[src/rtl/misc_branch_pipe.sv]
// Misc-ops execution branch (move/shift/abs/clamp, optional DATA_W saturation) with a
// STAGES-deep valid/ready pipeline; latency STAGES cycles, bubbles collapse, enable=0 freezes all.
module misc_branch_pipe #(
    parameter int DATA_W   = 16,
    parameter int N_BLOCKS = 256,
    parameter int STAGES   = 2,
    parameter int SHIFT_W  = 5,
    parameter int CNT_W    = 16
) (
    input  logic                              clk,
    input  logic                              reset,
    input  logic                              enable,
    input  logic                              in_valid,
    output logic                              in_ready,
    output logic                              out_valid,
    input  logic                              out_ready,
    input  logic [$clog2(N_BLOCKS)-1:0]       block_in,
    output logic [$clog2(N_BLOCKS)-1:0]       block_out,
    input  logic signed [DATA_W-1:0]          arg_a_in,
    input  logic signed [DATA_W-1:0]          arg_b_in,
    input  logic signed [DATA_W-1:0]          arg_c_in,
    input  logic signed [2*DATA_W-1:0]        accumulator_in,
    input  logic [4:0]                        operation_in,
    input  logic                              saturate_disable_in,
    input  logic [SHIFT_W-1:0]                shift_in,
    input  logic [3:0]                        dest_in,
    output logic [3:0]                        dest_out,
    output logic signed [2*DATA_W-1:0]        result_out,
    input  logic [8:0]                        commit_id_in,
    output logic [8:0]                        commit_id_out,
    input  logic                              commit_flag_in,
    output logic                              commit_flag_out,
    output logic                              sat_out,
    output logic [CNT_W-1:0]                  sat_count,
    input  logic                              sat_count_clear
);

    localparam int RW    = 2 * DATA_W;
    localparam int BLK_W = $clog2(N_BLOCKS);

    localparam logic [4:0] OP_MOV_ACC  = 5'd0;
    localparam logic [4:0] OP_ABS      = 5'd1;
    localparam logic [4:0] OP_CLAMP    = 5'd2;
    localparam logic [4:0] OP_LSH      = 5'd3;
    localparam logic [4:0] OP_RSH      = 5'd4;
    localparam logic [4:0] OP_MOV_UACC = 5'd5;
    localparam logic [4:0] OP_MOV_LACC = 5'd6;

    localparam logic signed [RW-1:0] SAT_MAX = {{(DATA_W+1){1'b0}}, {(DATA_W-1){1'b1}}};
    localparam logic signed [RW-1:0] SAT_MIN = {{(DATA_W+1){1'b1}}, {(DATA_W-1){1'b0}}};

    typedef struct packed {
        logic [BLK_W-1:0] blk;
        logic [3:0]       dest;
        logic [8:0]       cid;
        logic             cflag;
        logic [RW-1:0]    result;
        logic             sat;
    } stage_t;

    stage_t              pipe [STAGES];
    stage_t              comp;
    logic [STAGES-1:0]   vld;
    logic [STAGES:0]     rdy;
    logic                chain;

    logic signed [RW-1:0] a_ext, b_ext, c_ext, lo_b, hi_b, acc_sh, raw, clipped;
    logic                 over;
    logic                 sat_event;

    // Stage 0 datapath: everything is evaluated at 2*DATA_W so ABS(min) cannot wrap.
    always_comb begin
        a_ext  = {{DATA_W{arg_a_in[DATA_W-1]}}, arg_a_in};
        b_ext  = {{DATA_W{arg_b_in[DATA_W-1]}}, arg_b_in};
        c_ext  = {{DATA_W{arg_c_in[DATA_W-1]}}, arg_c_in};
        lo_b   = (b_ext < c_ext) ? b_ext : c_ext;
        hi_b   = (b_ext < c_ext) ? c_ext : b_ext;
        over   = (int'(shift_in) >= RW);
        acc_sh = accumulator_in >>> shift_in;
        case (operation_in)
            OP_MOV_ACC:  raw = over ? {RW{accumulator_in[RW-1]}} : acc_sh;
            OP_ABS:      raw = a_ext[RW-1] ? -a_ext : a_ext;
            OP_CLAMP:    raw = (a_ext < lo_b) ? lo_b : ((a_ext > hi_b) ? hi_b : a_ext);
            OP_LSH:      raw = over ? '0 : (a_ext << shift_in);
            OP_RSH:      raw = over ? '0 : ({{DATA_W{1'b0}}, arg_a_in} >> shift_in);
            OP_MOV_UACC: raw = {{DATA_W{1'b0}}, accumulator_in[RW-1:DATA_W]};
            OP_MOV_LACC: raw = {{DATA_W{1'b0}}, accumulator_in[DATA_W-1:0]};
            default:     raw = '0;
        endcase
        clipped = (raw > SAT_MAX) ? SAT_MAX : ((raw < SAT_MIN) ? SAT_MIN : raw);

        comp.blk    = block_in;
        comp.dest   = dest_in;
        comp.cid    = commit_id_in;
        comp.cflag  = commit_flag_in;
        comp.result = saturate_disable_in ? raw : clipped;
        comp.sat    = ~saturate_disable_in & (clipped != raw);
    end

    // A stage can take new data if it is empty or everything downstream of it moves.
    always_comb begin
        chain       = out_ready;
        rdy[STAGES] = out_ready;
        for (int k = STAGES - 1; k >= 0; k--) begin
            chain  = ~vld[k] | chain;
            rdy[k] = chain;
        end
    end

    assign in_ready        = enable & rdy[0];
    assign out_valid       = vld[STAGES-1];
    assign block_out       = pipe[STAGES-1].blk;
    assign dest_out        = pipe[STAGES-1].dest;
    assign commit_id_out   = pipe[STAGES-1].cid;
    assign commit_flag_out = pipe[STAGES-1].cflag;
    assign result_out      = pipe[STAGES-1].result;
    assign sat_out         = pipe[STAGES-1].sat;
    assign sat_event       = out_valid & out_ready & pipe[STAGES-1].sat;

    always_ff @(posedge clk) begin
        if (reset) begin
            vld       <= '0;
            sat_count <= '0;
            for (int k = 0; k < STAGES; k++) begin
                pipe[k] <= '0;
            end
        end else if (enable) begin
            if (rdy[0]) begin
                vld[0] <= in_valid;
                if (in_valid) begin
                    pipe[0] <= comp;
                end
            end
            for (int k = 1; k < STAGES; k++) begin
                if (rdy[k]) begin
                    vld[k] <= vld[k-1];
                    if (vld[k-1]) begin
                        pipe[k] <= pipe[k-1];
                    end
                end
            end
            if (sat_count_clear) begin
                sat_count <= sat_event ? CNT_W'(1) : '0;
            end else if (sat_event && !(&sat_count)) begin
                sat_count <= sat_count + CNT_W'(1);
            end
        end
    end

endmodule
[config.mk]
export PLATFORM = sky130hd
export DESIGN_NAME = misc_branch_pipe
export DESIGN_NICKNAME = d
export VERILOG_FILES = /design/src/rtl/misc_branch_pipe.sv
export SDC_FILE = /design/constraint.sdc
export NUM_CORES = 1
export LEC_CHECK = 0
export ABC_AREA = 1
export CORE_ASPECT_RATIO = 2
export CORE_MARGIN = 2
export CORE_UTILIZATION = 33
export CTS_BUF_LIST = sky130_fd_sc_hd__clkbuf_4 sky130_fd_sc_hd__clkbuf_8 sky130_fd_sc_hd__clkbuf_16
export CTS_CLUSTER_SIZE = 12
export DETAILED_ROUTE_END_ITERATION = 6
export GPL_ROUTABILITY_DRIVEN = 0
export GPL_TIMING_DRIVEN = 0
export RECOVER_POWER = 25
export SLEW_MARGIN = 30
export SYNTH_ARGS = -nofsm -noshare
export SYNTH_HDL_FRONTEND = slang
export SYNTH_SLANG_ARGS = --single-unit
[constraint.sdc]
create_clock -name clk -period 7.7 [get_ports clk]
set_input_delay 1.54 -clock clk [delete_from_list [all_inputs] [get_ports clk]]
set_output_delay 1.54 -clock clk [all_outputs]
set_load 0.005 [all_outputs]
**Word-level counts from Yosys, hierarchy flattened**

Memories as Yosys holds them, arrays and structs flattened.
Cells that the tools add are included.

- Logic and storage cells: 66
- Memories: 1
- Output and inout bits: 73
- Bits in writable memories: 110
- Bits of input ports: 119
- Register bits after elaboration: 18

Memories:

| memory | words | width | rd ports | clocked after Yosys merged registers in | write ports | line | source |
|---|---|---|---|---|---|---|---|
| pipe | 2 | 55 | 2 | 0 | 2 | 61 | `stage_t pipe [STAGES];` |

- Add/sub/neg operators: 2
- Equal/unequal tests: 7
- $lt $le $gt $ge: 5
- Bitwise operators: 11
- Mux-type cells: 26
- Reduce and logical (&&, ||, !) cells: 8
- Shift-type cells: 3

Operator list:

| kind | number |
|---|---|
| 2-to-1 mux 32 bit | 8 |
| case mux 32 bit (7 select lines) | 1 |
| 2-to-1 mux 55 bit | 2 |
| greater-than comparator 16 x 32 -> 1 bit | 1 |
| greater-than comparator 32 x 16 -> 1 bit, second input constant | 1 |
| less-than comparator 16 x 32 -> 1 bit | 1 |
| less-than comparator 32 x 16 -> 1 bit, second input constant | 1 |
| 2-to-1 mux 16 bit | 2 |
| inequality test 32 bit | 1 |
| negation 16 -> 32 bit | 1 |
| left shift 32 x 5 -> 32 bit | 1 |
| right shift 16 x 5 -> 32 bit | 1 |
| >>> shifter 32 x 5 -> 32 bit | 1 |
| adder 16 x 1 -> 16 bit, second input constant | 1 |
| less-than comparator 16 bit | 1 |
| AND reduction 16 bit | 1 |
| == test 5 x 3 -> 1 bit, second input constant | 3 |
| 2-to-1 mux 1 bit | 13 |
| == test 5 x 2 -> 1 bit, second input constant | 2 |
| AND reduction 2 bit | 3 |
| == test 5 x 1 -> 1 bit, second input constant | 1 |
| zero test 5 bit | 1 |
| AND 1 bit | 4 |
| OR 1 bit | 4 |
| 4 further kinds | 6 |

**Logic depth before layout (Yosys ltp)**

Gate-level depths: netlist of the first run.

- Depth in word-level cells: 12
- Gate-level depth with buffers: 40
- Mapped depth without buffers: 37

**Worst setup path after synthesis of the first run**

Ideal clock, no wire load.

- Path type: input to register
- From: input port arg_c_in[15]
- To: memory pipe[0][23] in the netlist's numbering (data pin)
- Path slack: 1.199 ns
- Stages: 32
- Arrival time: 6.244 ns
- Data required time: 7.443 ns
- Path through: inv_1 ha_1 a21oi_1 o21ai_1 nor2_2 nand3_1 nand2_1 clkbuf_1 clkbuf_1 nand2_1 o21ai_0 inv_1 ha_1 a21oi_1 o21ai_1 a21oi_1 o21bai_1 a2111oi_2 nand2_4 nand3_2 nand3_4 buf_6 nand2_1 inv_1 nor3_1 nand3b_1 ha_1 nand2_1 inv_1 clkbuf_1 nor2_1 nor2_4

RTL lines:

| element | line | source |
|---|---|---|
| start, declared | 21 | `input logic signed [DATA_W-1:0] arg_c_in,` |
| end, declared | 61 |  |

==> impl_metrics.py, run 1 <==
metrics = {
    "final_layout": {
        "area_growth_pct": 26.02,
        "final_cell_mix": "nand2_1 (396), inv_1 (260), nor2_1 (233), o21ai_0 (209), clkdlybuf4s50_1 (144)",
        "final_nets": 2191,
        "instances_no_fill": 2485,
        "seq_area_um2": 3664,
        "diodes": 0,
        "nFillCells": 3825,
        "multi_input_area_um2": 6489,
        "fin_util": 0.4203,
        "final_common_cell": "nand2_1",
        "drive_above_1_share": 0.06830,
    },
    "timing": {
        "setup_viol": 0,
        "setup_ws_ns": 0.4801,
        "rsz0062_at_grt": "false",
        "drv_slew": 0,
        "skew_ns": 0.006290,
        "tightest_slew_ns": 1.140,
        "whs_ns": 0.4721,
        "finalHoldViolCount": 0,
        "period_needed_ns": 7.220,
        "max_clock_freq_mhz": 138.5,
        "min_period_over_period": 0.9377,
        "slew_headroom": 0.2317,
    },
    "clock_tree": {
        "cts_tree": "yes",
        "clock_path_buffers": 2,
        "clkLatencyLatePin_ns": 0.41,
        "cts.clk_slew.worst_paths_ns": 0.06,
        "cts_root_buffer": "clkbuf_16",
        "clock_sinks": 128,
        "htree_levels": 4,
        "cts_buffers": 17,
        "cts.hold.buffers_added": 0,
    },
    "logic_synthesis": {
        "ys_types": 53,
        "synth_seq_area_share": 0.3079,
        "synth.avg_cell_area_um2": 6.560,
        "syn_area_um2": 11900,
        "synthArstFlopShare": 0,
        "ys.flop_type": "edfxtp_1",
        "synth_nets": 1983,
        "ys_warn_count": 0,
        "synth_cells": 1814,
        "synth-seq-cells": 128,
        "synth_edf_count": 110,
    },
    "route": {
        "totalWireLength_um": 48450,
        "vias": 12980,
        "routedWlPerCell_um": 19.50,
        "postRouteAntennaNets": 0,
        "drtIter0Drc": 958,
        "firstDrtPassIters": 7,
        "drc": 1,
        "viasPerCell": 5.224,
    },
    "critical_path": {
        "cpMostUsedCell": "nand2_1",
        "criticalPathCategory": "in2reg",
        "r2r_slack_ns": 4.97,
        "crit_start": "arg_c_in[1]",
        "cp_data_arrival_time_ns": 7.38,
        "r2r.worst_path.cells": 18,
        "crit_end": "pipe[0][31]",
        "startpoint_type": "primary input",
        "cp-end-kind": "flop",
        "worst_ep_required_time_ns": 7.86,
        "r2r_start": "sat_count[0]",
        "cpPeakStageDelay_ns": 0.54,
        "r2r-end": "sat_count[15]",
        "cp_slowest_cell": "clkdlybuf4s50_1",
        "cp_max_fo": 10,
    },
    "pwr": {
        "irDropWorstVdd_mv": 0.1530,
        "p_per_area_nw_per_um2": 159.4,
        "p_leak_nw": 6.704,
    },
    "global_routing": {
        "grt_pass1_wl_um": 72150,
        "antenna_found_initial": 0,
        "grt_max_degree": 42,
        "grt-ovfl-total": 0,
        "grt_pass1_vias": 12610,
        "grtUsageTotal": 0.2519,
    },
    "die": {
        "die_h_um": 272.6,
        "die_w_um": 138.3,
        "io_pins": 192,
        "rows": 98,
        "die-area_um2": 37690,
        "start_util": 0.3335,
        "core_area_um2": 35680,
    },
    "run_status": {
        "failed_checks": "design-rule violations",
        "status": "finished, violations left",
    },
    "place": {
        "dp_slack_ns": -0.5173,
        "placed_cells": 2454,
        "dp_hpwl_um": 38480,
        "place.port_buffers": 188,
    },
    "flow_run": {
        "maxCapViolCount": 0,
    },
    "worst_hold_path": {
        "worst_hold_path_type": "reg2reg",
    },
}
==> kinds of logic after synthesis <==
kind of cell	synth area share
adder cells (fa/ha/maj)	0.05257
flip-flops	0.3079
buffers and inverters	0.1484
AO/OA/AOI/OAI	0.2011
AND/OR/NAND/NOR	0.2743
multiplexers	0.01430
XOR/XNOR	0.001472
==> registers in the layout, summed over array words and instances, names as in the netlist <==
signal     flops
sat_count     16
vld            2
pipe         110
==> cell type report <==
type / instances / share of cell area
buffer: 142 / 0.05164
multi-input combinational: 1278 / 0.4327
clock inverter: 14 / 0.01051
tap: 450 / 0.03754
timing repair buffer: 190 / 0.1281
sequential: 128 / 0.2443
clock buffer: 18 / 0.02887
inverter: 265 / 0.06633
==> repair_timing <==
| action | in CTS | in global routing |
|---|---|---|
| resized for setup | 2 | 14 |
| endpoints found under the setup margin | 7 | 28 |
| setup buffers | 0 | 0 |
| endpoints found under the hold margin | 0 | 0 |
==> cells in the mapped netlist, types with 9 or more instances <==
| library cell | instances | area share |
|---|---|---|
| edfxtp_1 | 110 | 0.28 |
| o22ai_1 | 12 | 0.0063 |
| a21oi_1 | 130 | 0.055 |
| dfxtp_1 | 18 | 0.030 |
| o21ai_1 | 9 | 0.0038 |
| o21ai_0 | 211 | 0.089 |
| clkbuf_1 | 65 | 0.021 |
| a31oi_1 | 15 | 0.0079 |
| inv_1 | 260 | 0.082 |
| o211ai_1 | 15 | 0.0095 |
| ha_1 | 50 | 0.053 |
| nor3_1 | 28 | 0.012 |
| nor2_4 | 10 | 0.0095 |
| nand3_1 | 68 | 0.029 |
| mux2i_1 | 17 | 0.014 |
| buf_4 | 53 | 0.033 |
| buf_2 | 13 | 0.0055 |
| buf_1 | 10 | 0.0032 |
| nor2_1 | 234 | 0.074 |
| nand2_1 | 397 | 0.13 |
==> where the power goes <==
group	total, mW	leakage [nW]	internal, mW	switching (mW)
clock	0.787	0.281	0.484	0.303
combinational	0.787	5.11	0.285	0.501
sequential	0.816	1.31	0.804	0.0117
total	2.39	6.70	1.57	0.816
==> layer usage <==
metal	vias to the layer above	GRT usage	share of wire
met4	0	0.2116	0.096
met3	190	0.05520	0.073
met2	632	0.4597	0.51
met5	-	0	0
li1	6349	-	-
met1	5811	0.2379	0.32
==> worst max-delay path, delay by kind of cell <==
family / cells / cell delay, ns
and+or+nand+nor: 20 / 2.36
buffers and inverters: 8 / 1.61
AOI/OAI and AO/OA: 6 / 0.99
adders and majority gates: 3 / 0.88
==> through the flow <==
stage	power [mW]	TNS, ns	cell area (um^2)
floorplan	1.293	0	11900
global placement	1.580	-6.425	14350
detailed placement	1.592	-9.299	14400
CTS	2.389	0	14990
global route	2.520	0	15000
finish	2.390	0	15000
==> worst min-delay path by stage <==
stage | from | to | slack (ns) | depth (start not counted)
final | vld[0] | vld[0] | 0.47 | 2
after global routing | vld[0] | vld[0] | 0.53 | 2
after detailed placement | vld[0] | vld[0] | 0.46 | 2
after floorplan | vld[0] | vld[0] | 0.44 | 2
after global placement | vld[0] | vld[0] | 0.46 | 2
after CTS | vld[0] | vld[0] | 0.47 | 2
Power figures use the tool's default switching activity.
==> run 2: changes to the inputs <==
==> constraint.sdc (replaced) <==
create_clock -name clk -period 8.85 [get_ports clk]
set_input_delay 1.77 -clock clk [delete_from_list [all_inputs] [get_ports clk]]
set_output_delay 1.77 -clock clk [all_outputs]
set_load 0.005 [all_outputs]
==> impl_metrics.py, run 2 (same netlist as run 1, synthesis figures left out) <==
metrics = {
    "route": {
        "routedWlPerCell_um": 19.48,
        "drc": 0,
        "totalWireLength_um": 48420,
        "viasPerCell": 5.220,
        "drtIter0Drc": 987,
        "vias": 12980,
        "postRouteAntennaNets": 0,
        "firstDrtPassIters": 5,
    },
    "timing": {
        "max_clock_freq_mhz": 124.0,
        "drv_slew": 0,
        "finalHoldViolCount": 0,
        "rsz0062_at_grt": "false",
        "tns_ns": 0,
        "min_period_over_period": 0.9114,
        "tightest_slew_ns": 1.148,
        "setup_viol": 0,
        "skew_ns": 0.007214,
        "slew_headroom": 0.2264,
        "period_needed_ns": 8.066,
    },
    "final_layout": {
        "fin_area_um2": 14980,
        "final_cell_mix": "nand2_1 (397), inv_1 (260), nor2_1 (234), o21ai_0 (211), clkdlybuf4s50_1 (144)",
        "top_register": "pipe",
        "diodes": 0,
        "final_nets": 2192,
        "largestRegisters": "pipe (110), sat_count (16), vld (2)",
        "final_common_cell": "nand2_1",
        "drive_above_1_share": 0.06532,
        "fin_util": 0.4197,
        "area_growth_pct": 25.84,
        "largest_reg_flops": 110,
        "nFillCells": 3827,
    },
    "clock_tree": {
        "clkLatencyLatePin_ns": 0.42,
        "htree_levels": 4,
        "cts.hold.buffers_added": 0,
        "clock_sinks": 128,
        "cts_tree": "yes",
        "cts_buffers": 17,
        "cts.clk_slew.worst_paths_ns": 0.06,
        "cts_root_buffer": "clkbuf_16",
        "cts_resized": 0,
        "clock_path_buffers": 2,
        "cts.repair_timing.setup_buffer_count": 0,
    },
    "critical_path": {
        "cp_slowest_cell": "clkdlybuf4s50_1",
        "path_buf_inv": 8,
        "criticalPathCategory": "in2reg",
        "worst_ep_required_time_ns": 9.02,
        "startpoint_type": "primary input",
        "cpLargestDelayFamily": "simple AND/OR/NAND/NOR gates",
        "cp_max_fo": 10,
        "cpMostUsedCell": "nand2_1",
        "cp-end-kind": "flop",
        "cp_data_arrival_time_ns": 8.23,
        "cpPeakStageDelay_ns": 0.54,
    },
    "place": {
        "place.port_buffers": 188,
        "dp_hpwl_um": 38480,
        "placed_cell_area_um2": 14400,
    },
    "pwr": {
        "p_leak_nw": 6.690,
        "irDropWorstVdd_mv": 0.1335,
        "p_per_area_nw_per_um2": 138.7,
    },
    "global_routing": {
        "grtUsageTotal": 0.2519,
        "grt_pass1_vias": 12610,
        "grt-ovfl-total": 0,
        "grt_pass1_wl_um": 72150,
        "grt_max_degree": 42,
        "antenna_found_initial": 0,
    },
    "die": {
        "die_h_um": 272.6,
        "die_w_um": 138.3,
        "rows": 98,
        "start_util": 0.3335,
        "die-area_um2": 37690,
        "core_area_um2": 35680,
        "io_pins": 192,
    },
    "flow_run": {
        "maxCapViolCount": 0,
    },
    "run_status": {
        "status": "finished clean",
    },
    "worst_hold_path": {
        "worst_hold_path_type": "reg2reg",
    },
}
run 2: cell count changes in the layout (fill, tap and decap cells not counted), sizes merged:
cell and delta:
clkbuf +2, buf -1
run 2: path summary, 6_finish.rpt:
kind / to / depth (start not counted) / slack, ns / start
worst max register to register: sat_count[15] / 18 / 6.12 / sat_count[0]
worst max-delay path: pipe[0][27] / 37 / 0.78 / arg_c_in[1]
worst min register to register: vld[0] / 2 / 0.47 / vld[0]
worst min-delay path: vld[0] / 2 / 0.47 / vld[0]
run 2: final cells by class:
class | instances | area [um^2] | area share
plain buffers | 143 | 770.7 | 0.05147
clock buffers | 18 | 432.9 | 0.02891
multi-input cells | 1278 | 6471 | 0.4321
flip-flops and latches | 128 | 3664 | 0.2446
clock inverters | 14 | 157.7 | 0.01053
repair buffers | 190 | 1922 | 0.1283
inverters | 265 | 994.7 | 0.06642
well taps | 450 | 563.0 | 0.03760
run 2: metal layers:
metal	vias up	track usage	wire (um)
met5	-	0	0
met4	0	0.2116	4870
met3	214	0.05520	3485
met2	608	0.4597	24340
met1	5806	0.2379	15720
li1	6350	-	-
run 2: worst min-delay path, delay by kind of cell, from the launching register on:
| family | cells | cell delay (ns) |
|---|---|---|
| flops | 1 | 0.31 |
| simple gates | 1 | 0.06 |
| compound gates | 1 | 0.06 |
run 2: power breakdown:
| part | internal [mW] | switching, mW | leakage (nW) |
|---|---|---|---|
| Sequential | 0.700 | 0.0102 | 1.31 |
| Combinational | 0.246 | 0.434 | 5.09 |
| Clock | 0.421 | 0.265 | 0.281 |
| Total | 1.37 | 0.709 | 6.69 |
run 2: per-stage QoR:
step | total power, mW | instances | hold WS, ns | setup slack [ns]
2_1_floorplan | 1.125 | 1814 | 0.4377 | 2.119
3_3_place_gp | 1.375 | 2452 | 0.4564 | 0.5189
3_5_place_dp | 1.385 | 2454 | 0.4574 | 0.4027
4_1_cts | 2.078 | 2486 | 0.4656 | 0.8446
5_1_grt | 2.189 | 2486 | 0.5259 | 0.2521
6_report | 2.077 | 2486 | 0.4721 | 0.7839
==> run 3: changes to the inputs <==
--- a/config.mk
+++ b/config.mk
@@ -7,7 +7,6 @@
 export LEC_CHECK = 0
 export ABC_AREA = 1
 export CORE_ASPECT_RATIO = 2
-export CORE_MARGIN = 2
 export CORE_UTILIZATION = 33
 export CTS_BUF_LIST = sky130_fd_sc_hd__clkbuf_4 sky130_fd_sc_hd__clkbuf_8 sky130_fd_sc_hd__clkbuf_16
 export CTS_CLUSTER_SIZE = 12
==> impl_metrics.py, run 3 (same netlist as run 1, synthesis figures left out) <==
metrics = {
    "die": {
        "die-area_um2": 36870,
        "die_w_um": 136.3,
        "core_area_um2": 35680,
        "die_h_um": 270.6,
        "start_util": 0.3335,
        "rows": 98,
        "io_pins": 192,
    },
    "worst_hold_path": {
        "holdPathEnd": "vld[0]",
        "hold_start": "vld[0]",
        "worst_hold_path_type": "reg2reg",
        "hold_depth": 2,
    },
    "global_routing": {
        "grt_pass1_vias": 12660,
        "grt_max_degree": 49,
        "grt-ovfl-total": 0,
        "grtUsageTotal": 0.2688,
        "grt_pass1_wl_um": 72590,
        "antenna_found_initial": 0,
    },
    "clock_tree": {
        "clock_path_buffers": 2,
        "clkLatencyLatePin_ns": 0.42,
        "cts.hold.buffers_added": 0,
        "cts.clk_slew.worst_paths_ns": 0.05,
        "cts_buffers": 17,
        "htree_levels": 4,
        "cts.repair_timing.setup_buffer_count": 0,
        "cts_resized": 0,
        "clock_sinks": 128,
        "cts_tree": "yes",
        "cts_root_buffer": "clkbuf_16",
    },
    "critical_path": {
        "cp_data_arrival_time_ns": 8.14,
        "cp_max_fo": 10,
        "worst_ep_required_time_ns": 9.02,
        "r2r-end": "sat_count[15]",
        "cp_slowest_cell": "clkdlybuf4s50_1",
        "startpoint_type": "primary input",
        "r2r_start": "sat_count[0]",
        "r2r_slack_ns": 6.15,
        "cpMostUsedCell": "nand2_1",
        "r2r.worst_path.cells": 18,
        "cpPeakStageDelay_ns": 0.55,
        "cp-end-kind": "flop",
        "criticalPathCategory": "in2reg",
    },
    "timing": {
        "setup_viol": 0,
        "tns_ns": 0,
        "max_clock_freq_mhz": 125.4,
        "min_period_over_period": 0.9011,
        "rsz0062_at_grt": "false",
        "finalHoldViolCount": 0,
        "skew_ns": 0.004944,
        "drv_slew": 0,
        "period_needed_ns": 7.975,
        "tightest_slew_ns": 1.022,
        "slew_headroom": 0.3112,
        "whs_ns": 0.4783,
    },
    "route": {
        "viasPerCell": 5.307,
        "drtIter0Drc": 1163,
        "drc": 3,
        "route.top_layer_used": "met4",
        "firstDrtPassIters": 7,
        "postRouteAntennaNets": 0,
        "vias": 13190,
        "totalWireLength_um": 49030,
        "wirelength_met1_um": 16070,
        "routed-wl-met2_um": 24990,
        "dr_wl_met3_um": 3495,
        "routedWlPerCell_um": 19.72,
    },
    "final_layout": {
        "final_common_cell": "nand2_1",
        "nFillCells": 3753,
        "diodes": 0,
        "area_growth_pct": 26.32,
        "final_cell_mix": "nand2_1 (397), inv_1 (260), nor2_1 (234), o21ai_0 (209), clkdlybuf4s50_1 (133)",
        "drive_above_1_share": 0.06532,
        "multi_input_area_um2": 6471,
        "top_register": "pipe",
        "final_nets": 2192,
        "seq_area_um2": 3664,
        "largest_reg_flops": 110,
        "largestRegisters": "pipe (110), sat_count (16), vld (2)",
    },
    "run_status": {
        "status": "finished, violations left",
        "failed_checks": "design-rule violations",
    },
    "place": {
        "dp_hpwl_um": 38490,
        "place.port_buffers": 188,
    },
    "pwr": {
        "p_total_mw": 2.134,
        "p_per_area_nw_per_um2": 142.0,
        "p_leak_nw": 6.735,
        "irDropWorstVdd_mv": 0.1723,
    },
    "flow_run": {
        "maxCapViolCount": 0,
    },
}
## run 3: changes by cell type in the layout (fill, tap and decap cells not counted), sizes merged
cell           previous run  this run
clkinv                    8         6
dlygate4sd3              44        55
bufinv                    2         4
clkdlybuf4s50           144       133
## run 3: power by group
part           leakage [nW]  switching [mW]  internal (mW)  total, mW
clock network         0.303           0.263          0.479      0.743
logic                  5.12           0.435          0.246      0.681
registers              1.31          0.0105          0.700      0.710
total                  6.73           0.709           1.43       2.13
## run 3: through the flow
stage / instance area [um^2] / instances / utilization / setup slack (ns)
3_5_place_dp: 14410 / 2454 / 0.4038 / 0.4358
2_1_floorplan: 11900 / 1814 / - / 2.119
4_1_cts: 15050 / 2486 / 0.4217 / 0.8762
3_3_place_gp: 14350 / 2452 / 0.4020 / 0.5289
6_report: 15030 / 2486 / 0.4213 / 0.8753
5_1_grt: 15030 / 2486 / 0.4213 / 0.2592
## run 3: area by class of cell
cell class / instances / share of cell area
clock buffers: 18 / 0.02880
repair buffers: 190 / 0.1284
well taps: 450 / 0.03746
multi-input cells: 1278 / 0.4305
plain buffers: 143 / 0.05127
clock inverters: 14 / 0.01373
inverters: 265 / 0.06617
flip-flops and latches: 128 / 0.2437
## run 3: routing by layer
layer	GRT usage	up-vias
li1	-	6358
met1	0.2599	5950
met2	0.4833	662
met3	0.05265	224
met4	0.2152	0
met5	0	-
## run 3: worst max-delay path: cells and delay by family
family | cells | cell delay, ns
AND/OR/NAND/NOR | 19 | 2.13
AO/OA/AOI/OAI | 6 | 1.18
buffers and inverters | 8 | 2.08
adder cells (fa/ha/maj) | 3 | 0.95
## run 3: worst max path at each step
stage / end / start / slack, ns
floorplan: pipe[0][23] / arg_c_in[15] / 2.12
global placement: pipe[0][24] / arg_c_in[1] / 0.53
detailed placement: pipe[0][24] / arg_c_in[1] / 0.44
CTS: pipe[0][24] / arg_c_in[1] / 0.88
global route: pipe[0][24] / arg_c_in[5] / 0.26
finish: pipe[0][24] / arg_c_in[1] / 0.88
